### src/rtl/s_burst_tx_pkg.sv
// Shared definitions for the burst transmitter: FSM encoding and default widths.
package s_burst_tx_pkg;

   localparam int unsigned SizeCountDefault = 12;
   localparam int unsigned DataWidthDefault = 32;

   typedef enum logic [1:0] {
      StIdle  = 2'd0,
      StRun   = 2'd1,
      StDrain = 2'd2
   } state_e;

endpackage

### src/rtl/s_dcnt.sv
// Loadable down-counter with clear; saturates at zero.
module s_dcnt #(
   parameter int unsigned WIDTH = 12
) (
   input  logic             clk,
   input  logic             rst,
   input  logic             clear,
   input  logic             load,
   input  logic             dec,
   input  logic [WIDTH-1:0] load_val,
   output logic [WIDTH-1:0] count
);

   logic [WIDTH-1:0] count_q, count_d;

   always_comb begin
      count_d = count_q;
      if (clear) begin
         count_d = '0;
      end else if (load) begin
         count_d = load_val;
      end else if (dec && (count_q != '0)) begin
         count_d = count_q - 1'b1;
      end
   end

   always_ff @(posedge clk or negedge rst) begin
      if (!rst) begin
         count_q <= '0;
      end else begin
         count_q <= count_d;
      end
   end

   assign count = count_q;

endmodule

### src/rtl/s_burst_tx.sv
// Moves a fixed-length burst from a FWFT source FIFO to a valid/ready sink, one word per cycle.
module s_burst_tx
   import s_burst_tx_pkg::*;
#(
   parameter int unsigned SIZECOUNT  = SizeCountDefault,
   parameter int unsigned DATA_WIDTH = DataWidthDefault
) (
   input  logic                  clk,
   input  logic                  rst,
   input  logic                  start,
   input  logic [SIZECOUNT-1:0]  len,
   input  logic                  abort,
   input  logic [DATA_WIDTH-1:0] src_data,
   input  logic                  src_empty,
   output logic                  src_rd,
   output logic [DATA_WIDTH-1:0] dst_data,
   output logic                  dst_valid,
   input  logic                  dst_ready,
   output logic                  busy,
   output logic                  done,
   output logic [SIZECOUNT-1:0]  remaining
);

   state_e                state_q, state_d;
   logic                  dst_valid_q, dst_valid_d;
   logic [DATA_WIDTH-1:0] dst_data_q, dst_data_d;
   logic                  done_q, done_d;
   logic                  cnt_load, cnt_clear;
   logic                  rem_zero;
   logic                  out_free;

   assign rem_zero = (remaining == '0);
   // Output register can take a new word when empty or being drained this cycle.
   assign out_free = !dst_valid_q || dst_ready;

   s_dcnt #(
      .WIDTH (SIZECOUNT)
   ) u_dcnt (
      .clk      (clk),
      .rst      (rst),
      .clear    (cnt_clear),
      .load     (cnt_load),
      .dec      (src_rd),
      .load_val (len),
      .count    (remaining)
   );

   always_ff @(posedge clk or negedge rst) begin
      if (!rst) begin
         state_q <= StIdle;
      end else begin
         state_q <= state_d;
      end
   end

   always_comb begin
      state_d = state_q;
      if (abort) begin
         state_d = StIdle;
      end else begin
         unique case (state_q)
            StIdle:  if (start && (len != '0)) state_d = StRun;
            StRun:   if (rem_zero) state_d = StDrain;
            StDrain: if (out_free) state_d = StIdle;
            default: state_d = StIdle;
         endcase
      end
   end

   always_comb begin
      busy      = (state_q != StIdle);
      src_rd    = (state_q == StRun) && !rem_zero && !src_empty && out_free && !abort;
      cnt_clear = abort;
      cnt_load  = !abort && (state_q == StIdle) && start && (len != '0);
      done_d    = !abort && (((state_q == StIdle) && start && (len == '0)) ||
                             ((state_q == StDrain) && out_free));
   end

   always_comb begin
      dst_valid_d = dst_valid_q;
      dst_data_d  = dst_data_q;
      if (abort) begin
         dst_valid_d = 1'b0;
      end else if (src_rd) begin
         dst_valid_d = 1'b1;
         dst_data_d  = src_data;
      end else if (dst_valid_q && dst_ready) begin
         dst_valid_d = 1'b0;
      end
   end

   always_ff @(posedge clk or negedge rst) begin
      if (!rst) begin
         dst_valid_q <= 1'b0;
         dst_data_q  <= '0;
         done_q      <= 1'b0;
      end else begin
         dst_valid_q <= dst_valid_d;
         dst_data_q  <= dst_data_d;
         done_q      <= done_d;
      end
   end

   assign dst_valid = dst_valid_q;
   assign dst_data  = dst_data_q;
   assign done      = done_q;

endmodule

### config.mk
export PLATFORM = sky130hd
export DESIGN_NAME = s_burst_tx
export DESIGN_NICKNAME = d
export VERILOG_FILES = /design/src/rtl/s_burst_tx_pkg.sv /design/src/rtl/s_dcnt.sv /design/src/rtl/s_burst_tx.sv
export SDC_FILE = /design/constraint.sdc
export NUM_CORES = 1
export LEC_CHECK = 0
export CORE_MARGIN = 2
export CORE_UTILIZATION = 40
export DETAILED_ROUTE_END_ITERATION = 10
export PLACE_DENSITY = 0.77
export SYNTH_ARGS = -nofsm -noshare
export SYNTH_HDL_FRONTEND = slang
export SYNTH_SLANG_ARGS = --single-unit
### constraint.sdc
create_clock -name clk -period 3.93 [get_ports clk]
set_input_delay 0.5895 -clock clk [delete_from_list [all_inputs] [get_ports clk]]
set_output_delay 0.5895 -clock clk [all_outputs]
set_load 0.01 [all_outputs]
==> run metrics, run 1 <==
CTS hold repair buffers=0; Worst Tran Pin Value=around 1000 ps; # Max-Cap Violations=0; WS Path Type=in -> out; top-count cell post-synth=nand2_1; CTS tree=built; TNS Setup=0 ps; CP Buf/Inv Count=3; Synth cell types=35; vias in the first global route=around 2.1k; Post-Route WL=5.599 mm; Final Hold Viols=0; DR WL/cell=13.39 um; Peak VDD IR=0.0003178 V; Final ANT Viol Nets=0; number of placement rows=27; synthesis-stage register bit count=48; Syn Inst Count=250; largest stage delay on the critical path=540 ps; post-layout util=61.30%; outcome=finished, final reports clean; DR vias=2104; remaining global-route overflow=0; first-pass GRT wire length=9.570 mm; Die H=between 70 and 80 um; Synth Area in Adders=1.133%; Post-Synthesis Cell Area=2210 um^2; Initial Util=40.88%; layout cell share with drive strength beyond 1=~4.0%; crit path DAT=2450 ps; most frequent cells after synthesis=nand2_1 (101), dfrtp_1 (48), nor2_1 (16), nor3_1 (8); first-pass iteration count of the detailed router=4; Syn Nets=approximately 300; Achievable Freq=around 0.33 GHz; CP top delay family=buffers and inverters; DIE AREA=6135 um^2; DP HPWL=4.045 mm; Critical-path top delay cell=clkdlybuf4s50_1; LEAKAGE=1.475 nW; worst min-delay path category=in -> async; clock skew=6.831 ps; Mean Syn Cell Area=between 8 and 9 um^2; RSZ-0062 raised after global routing=false; clock latency at the later pin of the worst-skew pair=300 ps; Die W=78.33 um; share of the synthesized area in the top cell type=approximately 54%; DRC violations left=0; Worst EP required=3340 ps; Post-Synth XOR/XNOR Area=1.586%; nets=around 400; Clock Tree Root=clkbuf_8; Primary FF master, synth=dfrtp_1; crit-path cells=clkdlybuf4s50_1, or3b_1, nor3_1, nand2b_1, clkinv_1, clkdlybuf4s50_1; ant diodes=0; Rel. slew slack=30.58%; CP max FO=3; Setup crit end kind=output port; startpoint types=input pin; I/O pin count=98; post-CTS setup buffer count=0; Compound-Gate Fraction of Synth Area=7.022%; Layout area overhead=49.94%; cell mode on critical path=clkdlybuf4s50_1; simple-gate share of the synthesized area=31.43%; Finish-stage setup viols=0; pwr/cell area=551.4 nW/um^2; Slew Viols, Final=0; initial DRC count=91; core area=5405 um^2; ys async rst share=between 90% and 100%; mux share of post-synthesis cell area=0.9060%; Vias/cell=5.033; CTS buffer count=5; Post-CTS Resized=0; fillcell total=499; initial antenna violation count=0; Post-synth EDFFs=0; Clock transition at path regs=90 ps; area leader, netlist=dfrtp_1; CTS Buffer Depth=2; Tmin final=3038 ps; largest net degree at the start of global routing=49; main combinational cell family by area after synthesis=simple AND/OR/NAND/NOR gates; Global Route Usage Sum=19.66%; H-Tree Level Count=2; clk sinks=48; port buffer count=97; post-synthesis sequential area ratio=54.36%; yosys warns=0; top post-synthesis cells by area=dfrtp_1 (54%), nand2_1 (17%), nor2_1 (2.7%); routability cong.=0.8844; Tcrit/Tclk final=77.31%
## state kept, by name, summed over array words and instances (netlist names)
| name | cells |
|---|---|
| done | 1 |
| u_dcnt.count | 12 |
| dst_valid | 1 |
| state_q | 2 |
| dst_data | 32 |
## cell families after synthesis
logic type	count (synthesis)
simple gates	154
flops	48
compound gates	23
buf+inv	17
xor+xnor	4
mux	2
fa+ha+maj	2
## per-stage QoR
| stage | cell area, um^2 | instances | hold WS (ps) | power, W | setup slack, ps |
|---|---|---|---|---|---|
| floorplan | 2210 | 250 | 293.9 | 0.001082 | 1518 |
| global placement | 3228 | 410 | 457.6 | 0.001538 | 1025 |
| detailed placement | 3228 | 410 | 465.4 | 0.001557 | 971.7 |
| CTS | 3313 | 418 | 487.0 | 0.001854 | 896.2 |
| global route | 3313 | 418 | 501.9 | 0.001964 | 748.2 |
| finish | 3313 | 418 | 464.5 | 0.001827 | 891.7 |
## placed cells by master, fill, tap and decap left out
master / n
mux2i_1: 2
clkbuf_8: 5
nor3b_1: 2
nor2_1: 16
nor2b_1: 1
xnor2_1: 4
nor4_2: 1
o41ai_1: 2
or2_2: 1
and4b_1: 1
nand4b_1: 1
clkbuf_1: 2
inv_1: 4
or3b_2: 1
a21oi_1: 3
nand2b_1: 3
or4_1: 1
buf_2: 1
nand3_1: 2
buf_4: 3
nand2_1: 101
and4_1: 1
or3b_1: 1
or3_1: 4
a311oi_1: 4
o31a_1: 1
dfrtp_1: 48
ha_1: 2
clkinv_1: 1
clkdlybuf4s50_1: 96
o21ai_0: 7
a211oi_1: 5
o22ai_1: 1
nor4_1: 5
nor4b_2: 1
clkinv_4: 1
nor3_1: 8
nand3b_1: 3
## area by class of cell
class / count / area, um^2 / area share (%)
flip-flops and latches: 48 / 1201 / 36.25
repair buffers: 100 / 988.4 / 29.83
multi-input cells: 185 / 929.6 / 28.06
well taps: 72 / 90.09 / 2.719
clock buffers: 7 / 76.32 / 2.304
inverters: 5 / 18.77 / 0.5665
clock inverters: 1 / 8.758 / 0.2644
## path summary, 6_finish.rpt
check                           startpoint               to  slack [ps]  cells past startpoint
setup reg to reg           u_dcnt.count[0]  u_dcnt.count[4]        1540                      8
hold reg to reg               dst_data[16]     dst_data[16]         480                      2
hold / removal                         rst     dst_data[22]         460                      1
setup / recovery                     abort           src_rd         890                      6
min in group clk              dst_data[16]     dst_data[16]         480                      2
max in group asynchronous              rst     dst_data[17]        2820                      1
## power by group
part	internal, W	switching (W)	total, W	leakage [nW]
combinational	0.000437	0.000327	0.000765	0.817
clock	0.000127	0.000157	0.000285	0.0424
sequential	0.000665	0.000113	0.000778	0.615
total	0.00123	0.000597	0.00183	1.47
## per-layer routing
metal,part of all wire [%],up-vias,track usage [%]
met3,7.2,7,6.437
met2,48,80,31.55
met1,43,998,24.87
met5,0,-,0
li1,-,1019,-
met4,1.6,0,7.193
Note: power is estimated with default switching activity, not from simulation.
==> run 2: changes to the inputs <==
- clock period: 3.93 -> 2.9 ns (I/O delays scaled with it)
==> run 2 against run 1 <==
Compared with the run above:
- final area up 1.8%
- first-iteration DRC count up 44%
- total power up 43%
- flip-flop and latch count unchanged
- via count down 1.6%
- critical path depth down 1
- global-route usage up 0.37 points
- setup slack worse by 710 ps
- clock skew down 2.5 ps
- sequential power up 35%
- worst hold slack worse by 150 ps
- critical endpoint unchanged
==> run metrics, run 2 (synthesis gave the netlist of run 1 again) <==
Worst EP required=roughly 2500 ps; footprint of the multi-input gates=937.1 um^2; TNS Setup=0 ps; initial DRC count=131; remaining global-route overflow=0; DRC violations left=0; CTS hold repair buffers=0; I/O pin count=a little under 100; Post-CTS Resized=0; Clock Tree Root=clkbuf_8; CP max FO=6; Clock transition at path regs=~90 ps; commonest non-fill, non-tap cell in the layout=nand2_1; max reg flops=32; CTS Buffer Depth=2; clk sinks=between 40 and 50; vias in the first global route=2103; final std cells w/o fill=between 400 and 500; post-CTS setup buffer count=0; H-Tree Level Count=2; Die W=78.33 um; Initial Util=about two fifths; CTS buffer count=5; Achievable Freq=0.3681 GHz; Worst Tran Pin Value=1065 ps; outcome=finished, final reports clean; port buffer count=between 90 and 100; commonest cells after routing, fill and taps aside=nand2_1 (101), clkdlybuf4s50_1 (96), dfrtp_1 (48); crit path DAT=about 2300 ps; Finish-stage setup viols=0; clock latency at the later pin of the worst-skew pair=300 ps; setup slack, reg-to-reg=590 ps; register area=1201 um^2; CTS tree=built; routability cong.=0.8217; number of placement rows=27; largest net degree at the start of global routing=49; worst min-delay path category=in -> async; LEAKAGE=1.506 nW; # Max-Cap Violations=0; nets=399; Rel. slew slack=29.00%; DR WL/cell=13.78 um; DP HPWL=4.200 mm; RSZ-0062 raised after global routing=false; crit-path cells=nor4_1, and4_4, nand2b_1, clkinv_1, clkdlybuf4s50_1; DIE AREA=about 6100 um^2; Slew Viols, Final=0; first-pass GRT wire length=9.708 mm; Tcrit/Tclk final=between 90% and 100%; Final ANT Viol Nets=0; pwr/cell area=773.4 nW/um^2; Vias/cell=4.931; Global Route Usage Sum=20.03%; Layout area overhead=52.60%; WS Path Type=reg -> out; first-pass iteration count of the detailed router=4; Setup crit end kind=output port; ant diodes=0; Critical-path top delay cell=clkdlybuf4s50_1; Worst Hold Slack=just over 300 ps; layout cell share with drive strength beyond 1=5.747%; largest stage delay on the critical path=490 ps; Post-Route WL=approximately 5.8 mm; fillcell total=479; clock skew=about 4.3 ps; initial antenna violation count=0; Tmin final=2716 ps; startpoint types=flop; Die H=78.33 um; DR vias=2071; Peak VDD IR=a little over 0.0004 V; Final Hold Viols=0; core area=5405 um^2; placed insts=just over 400
[run 2: cell type report]
type	count	share of cell area (%)
clock buffer	6	2.449
clock inverter	2	1.150
inverter	5	0.5566
multi-input combinational	185	27.79
sequential	48	35.62
tap	72	2.672
timing repair buffer	102	29.76
[run 2: worst paths after layout]
check                                 from              end  depth (start not counted)
hold reg to reg               dst_data[16]     dst_data[16]                          2
setup reg to reg           u_dcnt.count[5]  u_dcnt.count[4]                          6
max in group asynchronous              rst     dst_data[30]                          1
hold / removal                         rst        dst_valid                          1
min in group clk              dst_data[16]     dst_data[16]                          2
setup / recovery           u_dcnt.count[5]           src_rd                          5
[run 2: critical path: cells and delay by family, from the launching register on]
kind / cells / cell delay [ps]
and+or+nand+nor: 3 / 970
buffers and inverters: 2 / 570
DFF: 1 / 450
[run 2: where the power goes]
group          switching, W  internal [W]
clock              0.000218      0.000282
sequential         0.000152      0.000901
combinational      0.000454      0.000600
[run 2: metrics by stage]
stage,utilization (%),setup slack [ps],total power (W),instance area [um^2]
4_1_cts,62.25,122.4,0.002634,3364
5_1_grt,62.38,16.02,0.002794,3372
3_5_place_dp,60.00,252.1,0.002124,3243
2_1_floorplan,-,672.5,0.001467,2210
3_3_place_gp,60.00,306.2,0.002091,3243
6_report,62.38,183.5,0.002608,3372
[run 2: metal layers]
layer	track usage [%]	wire, um
met5	0	0
met4	8.772	123
met3	5.747	404
met2	32.67	2732
met1	24.81	2526
==> run 3: changes to the inputs <==
- ABC_CLOCK_PERIOD_IN_PS: not set -> 2900
==> results of run 3 <==
The final DEF is identical to that of run 2; final timing and power are the same.
